File: config.mk
export PLATFORM = sky130hd
export DESIGN_NAME = input_fifo
export DESIGN_NICKNAME = d
export VERILOG_FILES = /design/src/rtl/noc_pkg.sv /design/src/rtl/fifo_ctrl.sv /design/src/rtl/input_fifo.sv
export SDC_FILE = /design/constraint.sdc
export NUM_CORES = 1
export LEC_CHECK = 0
export BUFFER_PORTS_ARGS = -buffer_cell sky130_fd_sc_hd__buf_4
export CAP_MARGIN = 20
export CORE_MARGIN = 2
export CORE_UTILIZATION = 45
export DETAILED_ROUTE_END_ITERATION = 10
export PLACE_DENSITY = 0.73
export SLEW_MARGIN = 20
export SYNTH_ARGS = -nofsm -noshare
export SYNTH_HDL_FRONTEND = slang
export SYNTH_HIERARCHICAL = 1
export SYNTH_SLANG_ARGS = --single-unit
export TNS_END_PERCENT = 100
File: constraint.sdc
create_clock -name clk -period 3.57 [get_ports clk]
set_clock_uncertainty 0.1 [all_clocks]
set_input_delay 0.1785 -clock clk [delete_from_list [all_inputs] [get_ports clk]]
set_output_delay 0.1785 -clock clk [all_outputs]
set_load 0.01 [all_outputs]
File: src/rtl/noc_pkg.sv
// Shared NoC router constants: flit width, input-buffer depth and pointer width.
// Used by the input FIFO and the arbiter stage.
package noc_pkg;

  localparam int DATA_WIDTH = 32;
  localparam int DEPTH      = 4;
  localparam int PTR_W      = $clog2(DEPTH);

  typedef logic [DATA_WIDTH-1:0] flit_t;

endpackage

File: src/rtl/fifo_ctrl.sv
// Pointer and occupancy bookkeeping for the router input FIFO.
// Gates the write and read requests against the full and empty flags.
module fifo_ctrl #(
  parameter  int DEPTH = noc_pkg::DEPTH,
  localparam int PW    = $clog2(DEPTH),
  localparam int CW    = PW + 1
) (
  input  logic          clk,
  input  logic          rst,
  input  logic          wr_req,
  input  logic          rd_req,
  output logic          wr_en,
  output logic [PW-1:0] wr_ptr,
  output logic [PW-1:0] rd_ptr,
  output logic          empty,
  output logic          full
);

  localparam logic [CW-1:0] FULL_CNT = CW'(DEPTH);

  logic [PW-1:0] wr_ptr_q, wr_ptr_d;
  logic [PW-1:0] rd_ptr_q, rd_ptr_d;
  logic [CW-1:0] count_q, count_d;
  logic          rd_en;

  assign empty  = (count_q == '0);
  assign full   = (count_q == FULL_CNT);
  assign wr_ptr = wr_ptr_q;
  assign rd_ptr = rd_ptr_q;

  // No bypass: a write is refused while full even if the same edge pops.
  assign wr_en = wr_req && !full;
  assign rd_en = rd_req && !empty;

  always_comb begin
    // NOTE: every always_comb output gets a default first so no latch is inferred.
    wr_ptr_d = wr_ptr_q;
    rd_ptr_d = rd_ptr_q;
    count_d  = count_q;
    // Pointers are PW bits wide, so DEPTH being a power of two makes +1 wrap naturally.
    if (wr_en) wr_ptr_d = wr_ptr_q + 1'b1;
    if (rd_en) rd_ptr_d = rd_ptr_q + 1'b1;
    unique case ({wr_en, rd_en})
      2'b10:   count_d = count_q + 1'b1;
      2'b01:   count_d = count_q - 1'b1;
      default: count_d = count_q;
    endcase
  end

  always_ff @(posedge clk or negedge rst) begin
    if (!rst) begin
      wr_ptr_q <= '0;
      rd_ptr_q <= '0;
      count_q  <= '0;
    end else begin
      // NOTE: sequential state uses non-blocking assignments so every flop samples pre-edge values.
      wr_ptr_q <= wr_ptr_d;
      rd_ptr_q <= rd_ptr_d;
      count_q  <= count_d;
    end
  end

endmodule

File: src/rtl/input_fifo.sv
// Router input buffer: CTS/DRTS handshake on the write side, fall-through head flit
// popped by any of the five output-port arbiter grants.
module input_fifo #(
  parameter  int DATA_WIDTH = noc_pkg::DATA_WIDTH,
  parameter  int DEPTH      = noc_pkg::DEPTH,
  localparam int PW         = $clog2(DEPTH)
) (
  input  logic                  clk,
  input  logic                  rst,
  input  logic [DATA_WIDTH-1:0] RX,
  input  logic                  DRTS,
  input  logic                  read_en_N,
  input  logic                  read_en_E,
  input  logic                  read_en_W,
  input  logic                  read_en_S,
  input  logic                  read_en_L,
  output logic                  CTS,
  output logic [DATA_WIDTH-1:0] Data_out,
  output logic                  empty_out,
  output logic                  full_out
);

  logic [DATA_WIDTH-1:0] mem_q [DEPTH];
  logic                  cts_q, cts_d;
  logic                  wr_req, rd_req, wr_en;
  logic [PW-1:0]         wr_ptr, rd_ptr;

  // CTS high blocks the next write, which caps the link at one flit every two cycles.
  assign wr_req = DRTS && !cts_q;
  assign rd_req = read_en_N || read_en_E || read_en_W || read_en_S || read_en_L;

  fifo_ctrl #(.DEPTH(DEPTH)) u_ctrl (
    .clk    (clk),
    .rst    (rst),
    .wr_req (wr_req),
    .rd_req (rd_req),
    .wr_en  (wr_en),
    .wr_ptr (wr_ptr),
    .rd_ptr (rd_ptr),
    .empty  (empty_out),
    .full   (full_out)
  );

  always_comb begin
    cts_d = wr_en;
  end

  always_ff @(posedge clk or negedge rst) begin
    if (!rst) cts_q <= 1'b0;
    else      cts_q <= cts_d;
  end

  // NOTE: storage has no reset; the cleared count already marks every slot invalid.
  always_ff @(posedge clk) begin
    if (wr_en) mem_q[wr_ptr] <= RX;
  end

  assign CTS      = cts_q;
  assign Data_out = mem_q[rd_ptr];

endmodule

# Word level (Yosys, flattened, before mapping)
# Memory sizes are Yosys's and may differ from the RTL's.
# Index checks and enable logic that the tools add are counted.
# classes
add_sub_neg	4
eq_ne	3
muxes	3
reduce_logical	12
# ops
operator	count
3-bit case mux with 2 select lines	1
2-bit by 1-bit adder with 2-bit output (second input constant)	2
1-bit logical OR	4
3-bit by 1-bit adder with 3-bit output (second input constant)	1
3-bit equality test (second input constant)	1
1-bit logical AND	3
1-bit zero test	3
3-bit zero test	1
3-bit by 1-bit subtractor with 3-bit output (second input constant)	1
2-bit by 1-bit equality test with 1-bit output (second input constant)	1
2-bit equality test (second input constant)	1
1-bit 2-to-1 mux	2
2-bit nonzero test	1
# word_totals
register_bits	8
ramBits	128
inputBits	40
out_inout_bits	35
elab_cells	27
mem_count	1
# memory_table
memory	words	width	read_ports	rd_clocked_by_memory_dff	wr	line	source
mem_q	4	32	1	0	1	input_fifo.sv:23	logic [DATA_WIDTH-1:0] mem_q [DEPTH];

# Depth between registers and ports, before layout
# depth
depth_word	7
mapped_depth	9
mapped_depth_nobuf	9

# Cells and area by module
# Netlist, hierarchy kept.
# by_module_without_submodules
mod	instances	cells_per_inst	area_per_inst_um2	seq_area_each_um2
input_fifo	1	177	4732.0	3868.7
fifo_ctrl	1	30	349.1	175.2

# Worst setup path before layout
# No wires, ideal clock.
# synth_timing
path_type	reg2reg
start	register u_ctrl.count_q[2]
end	memory mem_q[0][0] (enable)
setup_ns	0.468
arrival_ns	3.222
required_ns	3.002
path_slack_ns	-0.220
path_stages_with_launch	5
path_buffers	0
synth_period_minus_slack_ns	3.790
cell_sequence	dfrtp_1 nor3b_2 nand2b_4 inv_1 nor3b_1
# synth_via
elab_chain_cells	5
# synth_lines
item	line	source
start: declaration	fifo_ctrl.sv:23	logic [CW-1:0] count_q, count_d;
start signal: assignment	fifo_ctrl.sv:59	count_q <= count_d;
3-bit equality test	fifo_ctrl.sv:27	assign full = (count_q == FULL_CNT);
named net full_out	input_fifo.sv:20	output logic full_out
1-bit zero test	fifo_ctrl.sv:32	assign wr_en = wr_req && !full;
1-bit logical AND	fifo_ctrl.sv:32	
named net cts_d	input_fifo.sv:24	logic cts_q, cts_d;
1-bit 2-to-1 mux	input_fifo.sv:55	if (wr_en) mem_q[wr_ptr] <= RX;
1-bit 2-to-1 mux (implied by the code)	input_fifo.sv:55	
end: declaration	input_fifo.sv:23	
# The timed path passes the listed nets, and every way through them passes these cells.

# Final worst setup path
# layout_timing
start	register u_ctrl.rd_ptr_q[0], in the netlist u_ctrl/rd_ptr[0]
end	output Data_out[31]
# layout_via
elab_chain_cells	1
# layout_lines
item	line	source
start: declaration	fifo_ctrl.sv:22	logic [PW-1:0] rd_ptr_q, rd_ptr_d;
start signal: assignment	fifo_ctrl.sv:58	rd_ptr_q <= rd_ptr_d;
memory read 4 x 32 bit	-	
end: declaration	input_fifo.sv:18	output logic [DATA_WIDTH-1:0] Data_out,
# Every way passes these cells.

==> summary.txt <==
Outcome
  – Outcome: finished, final reports clean

Synthesis
  – Synth Cell Area: 0.005081 sq mm
  – Syn. warnings: 6
  – Area contributors post-synth: edfxtp_1 (76%), mux4_2 (13%), dfrtp_1 (3.9%), buf_12 (1.2%), mux4_1 (1.0%)
  – Synthesized Nets: 249
  – Synth cell types: 23
  – Share of the synthesized area in the top cell type: 75.65%
  – Post-synthesis cell count: 207
  – Syn avg cell area: 24.55 sq um
  – Sequential area share after synthesis: 79.59%
  – #FFs+latches synth: 136
  – Synth area leader: edfxtp_1

Finish
  – NumNets Final: 373
  – Area Growth Syn to Fin: 32.90%
  – Final instance area: 0.006753 sq mm
  – Layout cell share with drive strength beyond 1: 42.44%
  – Post-layout util: 61.75%
  – Final cell count without fillers: 484
  – Ant diodes: 0

Floorplanning
  – # rows: 38
  – Die width: 110.3 um
  – CORE AREA: 0.01094 sq mm
  – Die area: 0.01216 sq mm
  – Die height: 110.3 um
  – Initial Utilization: 46.46%
  – I/O Pins: 75

Power
  – Cell Pwr Density: 827.9 mW/mm^2
  – Peak supply drop: 0.4152 mV
  – P_leak: 0.002403 uW

Critical path
  – CP Class: flop to output port
  – Worst-path maximum fanout: 15
  – Flop2flop setup slack: 1.39 ns
  – Startpoint types: flop
  – Crit path DAT: 2.17 ns
  – Critical Path End Type: output port
  – WP data required: 3.29 ns

Detailed routing
  – Met1 wire length: 3507 um
  – Initial DRT Pass Iterations: 4
  – Post-DRT Antenna Nets: 0
  – Drt initial violations: 114
  – Average routed wire per standard cell: 17.86 um
  – Uppermost layer routed: met4
  – Via density: 5.091
  – Met3 WL: 398 um
  – WL met2: 4627 um
  – Final routed DRC violation total: 0
  – Vias: 2464
  – Final wirelength: 8646 um

Global routing
  – First-pass GRT wire length: 13200 um
  – Initial antenna violation count: 0
  – Vias in the first global route: 2640
  – GRT overflow: 0
  – Gr usage total: 15.60%
  – Largest net degree at the start of global routing: 34

Place
  – Routability-driven placement congestion ratio: 0.6786
  – Detail Placement HPWL: 5233 um
  – PortBufs: 74
  – Placed cell areas: 0.005787 sq mm
  – DP Cell Count: 419

Clocking
  – CTS Root Cell: clkbuf_16
  – Hold_buf cts: 33
  – CTS buffer count: 17
  – Total setup buffers inserted after CTS: 0
  – Num Clock Sinks: 136
  – CTS resizes: 0
  – H-tree depth: 4
  – Clock tree buffer depth: 2
  – Clk_lat worst skew: 0.41 ns
  – Reg clk slew, reported paths: 0.06 ns
  – CTS tree: yes

Timing
  – Hold Slack: 0.02151 ns
  – Min Tclk post-route: 2.452 ns
  – Tcrit/Tclk final: 68.68%
  – Max-Slew Margin vs Limit: 41.92%
  – Setup TNS Final: 0 ns
  – RSZ-0062 raised after global routing: no
  – Final Setup Violations: 0
  – Final Max Slew Viols: 0
  – Endpoints failing hold: 0
  – Peak Freq: 407.9 MHz
  – Worst Max-Slew Pin Slew: 0.8712 ns

Worst hold path
  – Worst hold path type: input pin to asynchronous set/reset pin

Run
  – Max Cap Viol: 0
-- synth_stat cells, drive strengths merged --
master  instances
nor2            4
xnor2           3
edfxtp        128
and3            1
o31a            1
xor2            4
mux4           32
buf             7
o21ai           1
nor3            2
ha              1
nand2b          1
nor3b           2
fa              1
and3b           1
dfrtp           8
inv             4
nand2           5
nor2b           1
-- area by class of cell --
class                   count  area, sq um
fillers                   767         4183
inverters                   4        15.01
clock buffers              19        432.9
repair buffers            112        923.4
well taps                 140        175.2
clock inverters            13        202.7
flip-flops and latches    136         4046
multi-input cells          60        957.2
-- report_power, final --
part	leakage (uW)	switching [uW]	internal, uW
logic	0.000846	637	825
registers	0.00126	221	2060
clock network	0.000298	613	1230
-- worst max-delay path, stage by stage (launching register included) --
cell	delay (ns)
dfrtp_2	0.68
buf_4	0.32
mux4_1	0.60
buf_4	0.17
-- sequential cells by signal, summed over array words and instances (netlist names) --
signal / flops
CTS: 1
u_ctrl/rd_ptr: 2
u_ctrl/count_q: 3
u_ctrl/wr_ptr: 2
mem_q: 128
-- cells in the final DEF, fill, tap and decap left out, drive strengths merged, types with 5 or more instances in the layout --
master and instances:
buf 79, bufinv 5, clkbuf 19, clkinv 5, dfrtp 8, dlygate4sd3 33, edfxtp 128, mux4 32
nand2 5
-- per-layer routing --
layer | vias to the layer above | GRT usage [%]
met5 | - | 0
met4 | 0 | 5.893
met3 | 10 | 5.409
met2 | 62 | 27.04
met1 | 1272 | 17.89
li1 | 1120 | -
-- cell families after synthesis --
group                      synth area share [%]
DFF                                       79.59
xor gates and xnor gates                  1.207
AOI/OAI and AO/OA                        0.2954
and+or+nand+nor                           1.945
adders and majority gates                0.6402
buffers and inverters                     1.994
muxes                                     14.33
-- worst paths after layout --
check / from / cells after the start / end
worst min register to register: u_ctrl/count_q[2]$_DFFE_PN0P_ / 1 / u_ctrl/count_q[2]$_DFFE_PN0P_
worst max register to register: u_ctrl/count_q[2]$_DFFE_PN0P_ / 6 / mem_q[1][13]$_DFFE_PP_
worst max-delay path: u_ctrl/rd_ptr[0]$_DFFE_PN0P_ / 3 / Data_out[31]
min in group clk: DRTS / 4 / u_ctrl/wr_ptr[0]$_DFFE_PN0P_
max in group asynchronous: rst / 2 / u_ctrl/rd_ptr[0]$_DFFE_PN0P_
worst min-delay path: rst / 2 / u_ctrl/wr_ptr[0]$_DFFE_PN0P_
-- per-stage QoR --
stage | setup slack, ns | power (uW)
final | 1.118 | 5590
after global routing | 0.9411 | 5860
after CTS | 1.027 | 5679
after detailed placement | 1.337 | 3796
after global placement | 1.401 | 3748
after floorplan | 0.8093 | 3204
Note: power is estimated with default switching activity, not from simulation.
